===== src/rtl/fetch_stage.sv =====
`default_nettype none
// ============================================================================
// Module   : fetch_stage
// Purpose  : PC register and IF/ID pipeline register for the 5-stage RISC-V core.
//            Optional performance counters are enabled by the FETCH_PERF_CNT_EN macro.
// Revision : 1.0 - initial release
// ============================================================================
module fetch_stage #(
   parameter int unsigned     PC_W      = 32,
   parameter logic [PC_W-1:0] RESET_PC  = '0,
   parameter logic [31:0]     NOP_INSTR = 32'h0000_0000
) (
   input  logic            clk_i,
   input  logic            rst_i,
   input  logic            start_i,
   input  logic            pcwrite_i,
   input  logic            stall_i,
   input  logic            flush_i,
   input  logic [PC_W-1:0] branch_target_i,
   input  logic [31:0]     instr_i,
   output logic [PC_W-1:0] pc_o,
   output logic [PC_W-1:0] ifid_pc_o,
   output logic [31:0]     ifid_instr_o,
   output logic            ifid_valid_o,
`ifdef FETCH_PERF_CNT_EN
   output logic [31:0]     stall_cnt_o,
   output logic [31:0]     flush_cnt_o,
   output logic [31:0]     fetch_cnt_o,
`endif
   output logic            misalign_o
);

   localparam logic [31:0] c_CNT_MAX = 32'hFFFF_FFFF;

   logic [PC_W-1:0] r_pc;
   logic [PC_W-1:0] r_ifid_pc;
   logic [31:0]     r_ifid_instr;
   logic            r_ifid_valid;
   logic            r_misalign;
   logic [PC_W-1:0] w_pc_plus4;
   logic [PC_W-1:0] w_target_aligned;

   assign w_pc_plus4       = r_pc + PC_W'(4);
   assign w_target_aligned = {branch_target_i[PC_W-1:2], 2'b00};

   always_ff @(posedge clk_i) begin
      if (rst_i) begin
         r_pc         <= RESET_PC;
         r_ifid_pc    <= '0;
         r_ifid_instr <= NOP_INSTR;
         r_ifid_valid <= 1'b0;
         r_misalign   <= 1'b0;
      end else if (!start_i) begin
         r_ifid_pc    <= '0;
         r_ifid_instr <= NOP_INSTR;
         r_ifid_valid <= 1'b0;
      end else if (stall_i) begin
         // Branch operands are stale during a load-use stall, so any flush waits.
         if (pcwrite_i) begin
            r_pc <= w_pc_plus4;
         end
      end else if (flush_i) begin
         r_pc         <= w_target_aligned;
         r_ifid_pc    <= '0;
         r_ifid_instr <= NOP_INSTR;
         r_ifid_valid <= 1'b0;
         if (branch_target_i[1:0] != 2'b00) begin
            r_misalign <= 1'b1;
         end
      end else begin
         r_ifid_pc    <= r_pc;
         r_ifid_instr <= instr_i;
         r_ifid_valid <= 1'b1;
         if (pcwrite_i) begin
            r_pc <= w_pc_plus4;
         end
      end
   end

   assign pc_o         = r_pc;
   assign ifid_pc_o    = r_ifid_pc;
   assign ifid_instr_o = r_ifid_instr;
   assign ifid_valid_o = r_ifid_valid;
   assign misalign_o   = r_misalign;

`ifdef FETCH_PERF_CNT_EN
   logic [31:0] r_stall_cnt;
   logic [31:0] r_flush_cnt;
   logic [31:0] r_fetch_cnt;
   logic        w_stall_evt;
   logic        w_flush_evt;
   logic        w_fetch_evt;

   assign w_stall_evt = start_i && stall_i;
   assign w_flush_evt = start_i && !stall_i && flush_i;
   assign w_fetch_evt = start_i && !stall_i && !flush_i;

   always_ff @(posedge clk_i) begin
      if (rst_i) begin
         r_stall_cnt <= '0;
         r_flush_cnt <= '0;
         r_fetch_cnt <= '0;
      end else begin
         if (w_stall_evt && r_stall_cnt != c_CNT_MAX) r_stall_cnt <= r_stall_cnt + 32'd1;
         if (w_flush_evt && r_flush_cnt != c_CNT_MAX) r_flush_cnt <= r_flush_cnt + 32'd1;
         if (w_fetch_evt && r_fetch_cnt != c_CNT_MAX) r_fetch_cnt <= r_fetch_cnt + 32'd1;
      end
   end

   assign stall_cnt_o = r_stall_cnt;
   assign flush_cnt_o = r_flush_cnt;
   assign fetch_cnt_o = r_fetch_cnt;
`endif

endmodule
`default_nettype wire


===== config.mk =====
export PLATFORM = sky130hd
export DESIGN_NAME = fetch_stage
export DESIGN_NICKNAME = d
export VERILOG_FILES = /design/src/rtl/fetch_stage.sv
export SDC_FILE = /design/constraint.sdc
export NUM_CORES = 1
export LEC_CHECK = 0
export CELL_PAD_IN_SITES_DETAIL_PLACEMENT = 0
export CELL_PAD_IN_SITES_GLOBAL_PLACEMENT = 2
export CORE_UTILIZATION = 26
export DETAILED_ROUTE_END_ITERATION = 10
export HOLD_SLACK_MARGIN = 0.12
export PLACE_DENSITY = 0.91
export SYNTH_ARGS = -nofsm -noshare
export SYNTH_HDL_FRONTEND = slang
export SYNTH_SLANG_ARGS = --single-unit

===== constraint.sdc =====
create_clock -name clk_i -period 6.1 [get_ports clk_i]
set_input_delay 1.22 -clock clk_i [delete_from_list [all_inputs] [get_ports clk_i]]
set_output_delay 1.22 -clock clk_i [all_outputs]
set_load 0.01 [all_outputs]

# ---- Word-level counts from Yosys, hierarchy flattened
# Index checks and enable logic that the tools add are counted.
dict set report totals {
  inputBits 70
  output_inout_bits 98
  ff_bits 98
  word_cells 17
}
dict set report op_classes {
  n_addsub 1
  n_mux 6
  n_reduce_logical 3
  n_bitwise 2
}
# cell n
set op_table {}
lappend op_table {{$mux 32} 5}
lappend op_table {{$add 32x3->32 const B} 1}
lappend op_table {{$reduce_and 4->1} 1}
lappend op_table {{$not 1->1} 2}
lappend op_table {{$reduce_bool 2->1} 1}
lappend op_table {{$reduce_or 2->1} 1}
lappend op_table {{$mux 1} 1}

# ---- Logic depth before layout (Yosys ltp)
dict set report depth {
  depth_word 4
  depth_mapped 8
}

# ---- Worst setup path before layout
# No wires, ideal clock.
dict set report synth_path {
  path_kind {input port to flip-flop}
  from {input pcwrite_i}
  to {register r_pc[28], in the netlist pc_o[28]}
  stages 5
  required_time_ns 6.026
  slack_ns 3.198
  n_path_buf 0
  arrival_time_ns 2.828
  setup_time_ns 0.074
  path_cell_list {nand4_4 > or4_4 > or4_4 > mux2_4 > a31oi_2}
}
dict set report synth_via {
  elab_chain_len 3
}
# item line_no
set synth_rtl {}
lappend synth_rtl {{start, declared} 16} ;# input logic pcwrite_i,
lappend synth_rtl {{$mux 32 (*)} --}
lappend synth_rtl {{$mux 32} --}
lappend synth_rtl {{$mux 32 (*)} --}
lappend synth_rtl {{end signal, assigned} 60} ;# r_pc <= w_pc_plus4;
lappend synth_rtl {{end signal, assigned} 63} ;# r_pc <= w_target_aligned;
lappend synth_rtl {{end signal, assigned} 75} ;# r_pc <= w_pc_plus4;
lappend synth_rtl {{end, declared} 35} ;# logic [PC_W-1:0] r_pc;
# Every way passes the cells marked *; elsewhere a longest branch is shown, timed or not.
# A chain may end at the register's enable or synchronous reset.

# ---- Worst setup path after layout
dict set report layout_path {
  from {input start_i}
  to {register r_ifid_instr[20], in the netlist ifid_instr_o[20]}
}
dict set report layout_via {
  elab_chain_len 2
}
# item line_no
set layout_rtl {}
lappend layout_rtl {{start, declared} 15} ;# input logic start_i,
lappend layout_rtl {{$not 1->1 (no line)} --}
lappend layout_rtl {{$reduce_or 2->1 (no line)} --}
lappend layout_rtl {{end signal, assigned} 72} ;# r_ifid_instr <= instr_i;
lappend layout_rtl {{end, declared} 37} ;# logic [31:0] r_ifid_instr;
# Every way passes these cells.

==> results.yml <==
outcome:
  run_status: "completed"
power_and_ir_drop:
  power.switching_w: 0.0003353
  peakVddDrop_mv: 0.1100
  sw_frac_of_total: 0.2432
  p_per_area_nw_per_um2: 226.5
  share_seq_of_total_power: 0.478
  power.clock.fraction: 0.407
  power.static_leakage_nw: 2.106
  comb_power_share: 0.116
  intPower_w: 0.001043
sta:
  period_utilisation_layout: 0.6087
  report.final.hold_viol_count: 0
  setup_viol_count_final: 0
  worst_slew_pin_slew_ns: 1.218
  totalNegativeSetupSlack_ns: 0
  slew_headroom: 0.1879
  drv_slew: 0
  max_freq_mhz: 269.3
  grt_setup_unrepaired: "no"
  finalClockSkew_ns: 0.008524
  layout_min_cycle_time_ns: 3.713
critical_path:
  required_ns: 6.38
  critical_path_class: "in2reg"
  cp_max_fo: 48
  timing.critical_path.from_type: "primary input"
  timing.critical_path.arrival_ns: 4.00
  worst_setup_path_end_kind: "flop"
drt:
  avgRoutedWirePerCell_um: 17.34
  drt-vias-per-instance: 5.120
  detail_route.drc_violations: 0
  drt_pre_antenna_iters: 5
  drt-initial-drc-count: 267
  ant_nets: 0
  routed_wirelength_mm: 13.40
  dr_total_vias: 3958
clock_tree:
  cts_tree: "yes"
  cts_inserted_buffers: 9
  clk_root_buffer_cell: "sky130_fd_sc_hd__clkbuf_16"
  postCtsHoldBufs: 0
  insertion_delay_ns: 0.34
  clock_tree.htree_level_count: 3
  clock_path_buffers: 2
  clock-sinks: 95
  clk_transition_reported_paths_ns: 0.07
  cts.repair.resized: 0
  cts_setup_buffers: 0
flow_run:
  drv.max_cap_violation_count: 0
floorplan:
  core_um2: 15150
  fp_rows: 45
  die_area_um2: 15960
  chipHeight_um: 126.3
  die_width_um: 126.3
  pin_count: 168
  effective_utilization_at_floorplan: 0.2654
yosys:
  postSynth.topFlopCell: "sky130_fd_sc_hd__dfxtp_1"
  netlist-cell-type-count: 54
  synth_warn: 0
  synth_edf_count: 0
  synthArstFlopShare: 0
  post_synth.cell_area_avg_um2: 9.242
  yosysSeqAreaShare: 0.4731
  mapped_area_um2: 4020
  synthesis.instances: 435
  ffs_latches_synth: 95
place:
  post_dp_cell_area_um2: 5796
  hpwl_mm: 9.411
  portBuffers: 165
  gp_congestion: 0.7621
finish:
  layout.core_utilization: 0.4018
  post_route_cells_drive_above_1_share: 0.06325
  number_of_nets_in_the_layout: 651
  commonest_non_fill_non_tap_cells_in_the_layout: "sky130_fd_sc_hd__clkdlybuf4s50_1 (165), sky130_fd_sc_hd__dfxtp_1 (95), sky130_fd_sc_hd__a22o_1 (65)"
  antenna-diode-count: 0
  final_area_um2: 6086
  area_grow_syn2layout_pct: 51.39
  commonest_non_fill_non_tap_cell_in_the_layout: "sky130_fd_sc_hd__clkdlybuf4s50_1"
  fillers: 1476
global_route:
  grtUsageTotal: 0.1660
  grt_remaining_overflow: 0
  grt_first_pass_wirelength_mm: 20.64
  grt_max_degree: 49
  vias_in_the_first_global_route: 3736
  grt_antenna_before_repair: 0
hold_path:
  hold_path.class: "reg2reg"
-- path summary, 6_finish.rpt --
path                                                 from                            end  slack (ns)  depth (start not counted)
worst max-delay path                              start_i  ifid_instr_o[20]$_SDFFE_PP0N_        2.39                          5
worst min-delay path            ifid_valid_o$_SDFFE_PP0N_      ifid_valid_o$_SDFFE_PP0N_        0.46                          2
worst max register to register       pc_o[2]$_SDFFE_PP0P_          pc_o[28]$_SDFFE_PP0P_        3.58                          6
worst min register to register  ifid_valid_o$_SDFFE_PP0N_      ifid_valid_o$_SDFFE_PP0N_        0.46                          2
-- stage by stage --
step | power (W) | instances | hold WS, ns | worst slack, ns
after global routing | 0.001436 | 773 | 0.4892 | 2.171
after CTS | 0.001399 | 773 | 0.4609 | 2.333
final | 0.001378 | 773 | 0.4617 | 2.387
after global placement | 0.0008294 | 757 | 0.4411 | 2.062
after detailed placement | 0.0008319 | 757 | 0.4474 | 1.941
after floorplan | 0.0007346 | 436 | 0.4696 | 3.198
-- critical path, stage by stage --
cell and delay (ns):
sky130_fd_sc_hd__clkdlybuf4s50_1 0.89, sky130_fd_sc_hd__nand2b_1 0.25, sky130_fd_sc_hd__nor3_2 0.75, sky130_fd_sc_hd__buf_4 0.61, sky130_fd_sc_hd__a22o_1 0.24
-- sequential cells by signal, indices dropped and copies added (netlist names) --
| signal | count |
|---|---|
| ifid_instr_o | 32 |
| ifid_valid_o | 1 |
| misalign_o | 1 |
| ifid_pc_o | 31 |
| pc_o | 30 |
-- layout make-up --
class / count / area (um2) / share of cell area
Multi-Input combinational cell: 291 / 1921 / 0.3156
Clock buffer: 10 / 229.0 / 0.03762
Inverter: 13 / 48.80 / 0.008018
Timing Repair Buffer: 170 / 1689 / 0.2775
Sequential cell: 95 / 1902 / 0.3125
Tap cell: 188 / 235.2 / 0.03865
Clock inverter: 6 / 61.31 / 0.01007
-- synth_stat cells, types with 3 or more instances --
master / n / area [um2]
sky130_fd_sc_hd__a41oi_1: 3 / 26.28
sky130_fd_sc_hd__a21oi_1: 22 / 110.1
sky130_fd_sc_hd__nor2_1: 25 / 93.84
sky130_fd_sc_hd__dfxtp_1: 95 / 1902
sky130_fd_sc_hd__nor3_1: 10 / 50.05
sky130_fd_sc_hd__nand4_1: 7 / 43.79
sky130_fd_sc_hd__inv_1: 13 / 48.80
sky130_fd_sc_hd__o21ai_0: 18 / 90.09
sky130_fd_sc_hd__nand3_1: 14 / 70.07
sky130_fd_sc_hd__a22oi_1: 6 / 45.04
sky130_fd_sc_hd__clkbuf_1: 30 / 112.6
sky130_fd_sc_hd__o22ai_1: 4 / 25.02
sky130_fd_sc_hd__a22o_1: 65 / 569.3
sky130_fd_sc_hd__and3_1: 4 / 25.02
sky130_fd_sc_hd__mux2_2: 4 / 45.04
sky130_fd_sc_hd__a31oi_1: 7 / 43.79
sky130_fd_sc_hd__nor4_1: 6 / 37.54
sky130_fd_sc_hd__and4_1: 3 / 26.28
sky130_fd_sc_hd__o31ai_1: 3 / 22.52
sky130_fd_sc_hd__nand2_1: 37 / 138.9
sky130_fd_sc_hd__or3_1: 6 / 37.54
sky130_fd_sc_hd__nand2b_1: 3 / 18.77
sky130_fd_sc_hd__nand3b_1: 4 / 30.03
sky130_fd_sc_hd__a211oi_1: 5 / 37.54
sky130_fd_sc_hd__a21o_1: 3 / 22.52
sky130_fd_sc_hd__buf_4: 3 / 22.52
-- power by group through the flow --
stage | sequential [W] | combinational (W) | clock [W]
CTS | 0.000658 | 0.000160 | 0.000580
floorplan | 0.000673 | 0.0000618 | 0
global placement | 0.000672 | 0.000158 | 0
finish | 0.000659 | 0.000159 | 0.000561
detailed placement | 0.000673 | 0.000159 | 0
global route | 0.000661 | 0.000171 | 0.000603
-- kinds of logic after synthesis --
family | after synthesis | synth area share
muxes | 6 | 0.01743
adders and majority gates | 1 | 0.003112
DFF | 95 | 0.4731
AOI/OAI and AO/OA | 149 | 0.2748
other | 1 | 0.0009328
and+or+nand+nor | 133 | 0.1755
buffers and inverters | 50 | 0.05509
-- per-layer routing --
metal / vias to the layer above / part of all wire / track usage
li1: 1924 / - / -
met1: 1884 / 0.46 / 0.2140
met2: 139 / 0.46 / 0.2678
met3: 11 / 0.067 / 0.05188
met4: 0 / 0.012 / 0.04394
met5: - / 0 / 0
(Power assumes the default switching activity.)
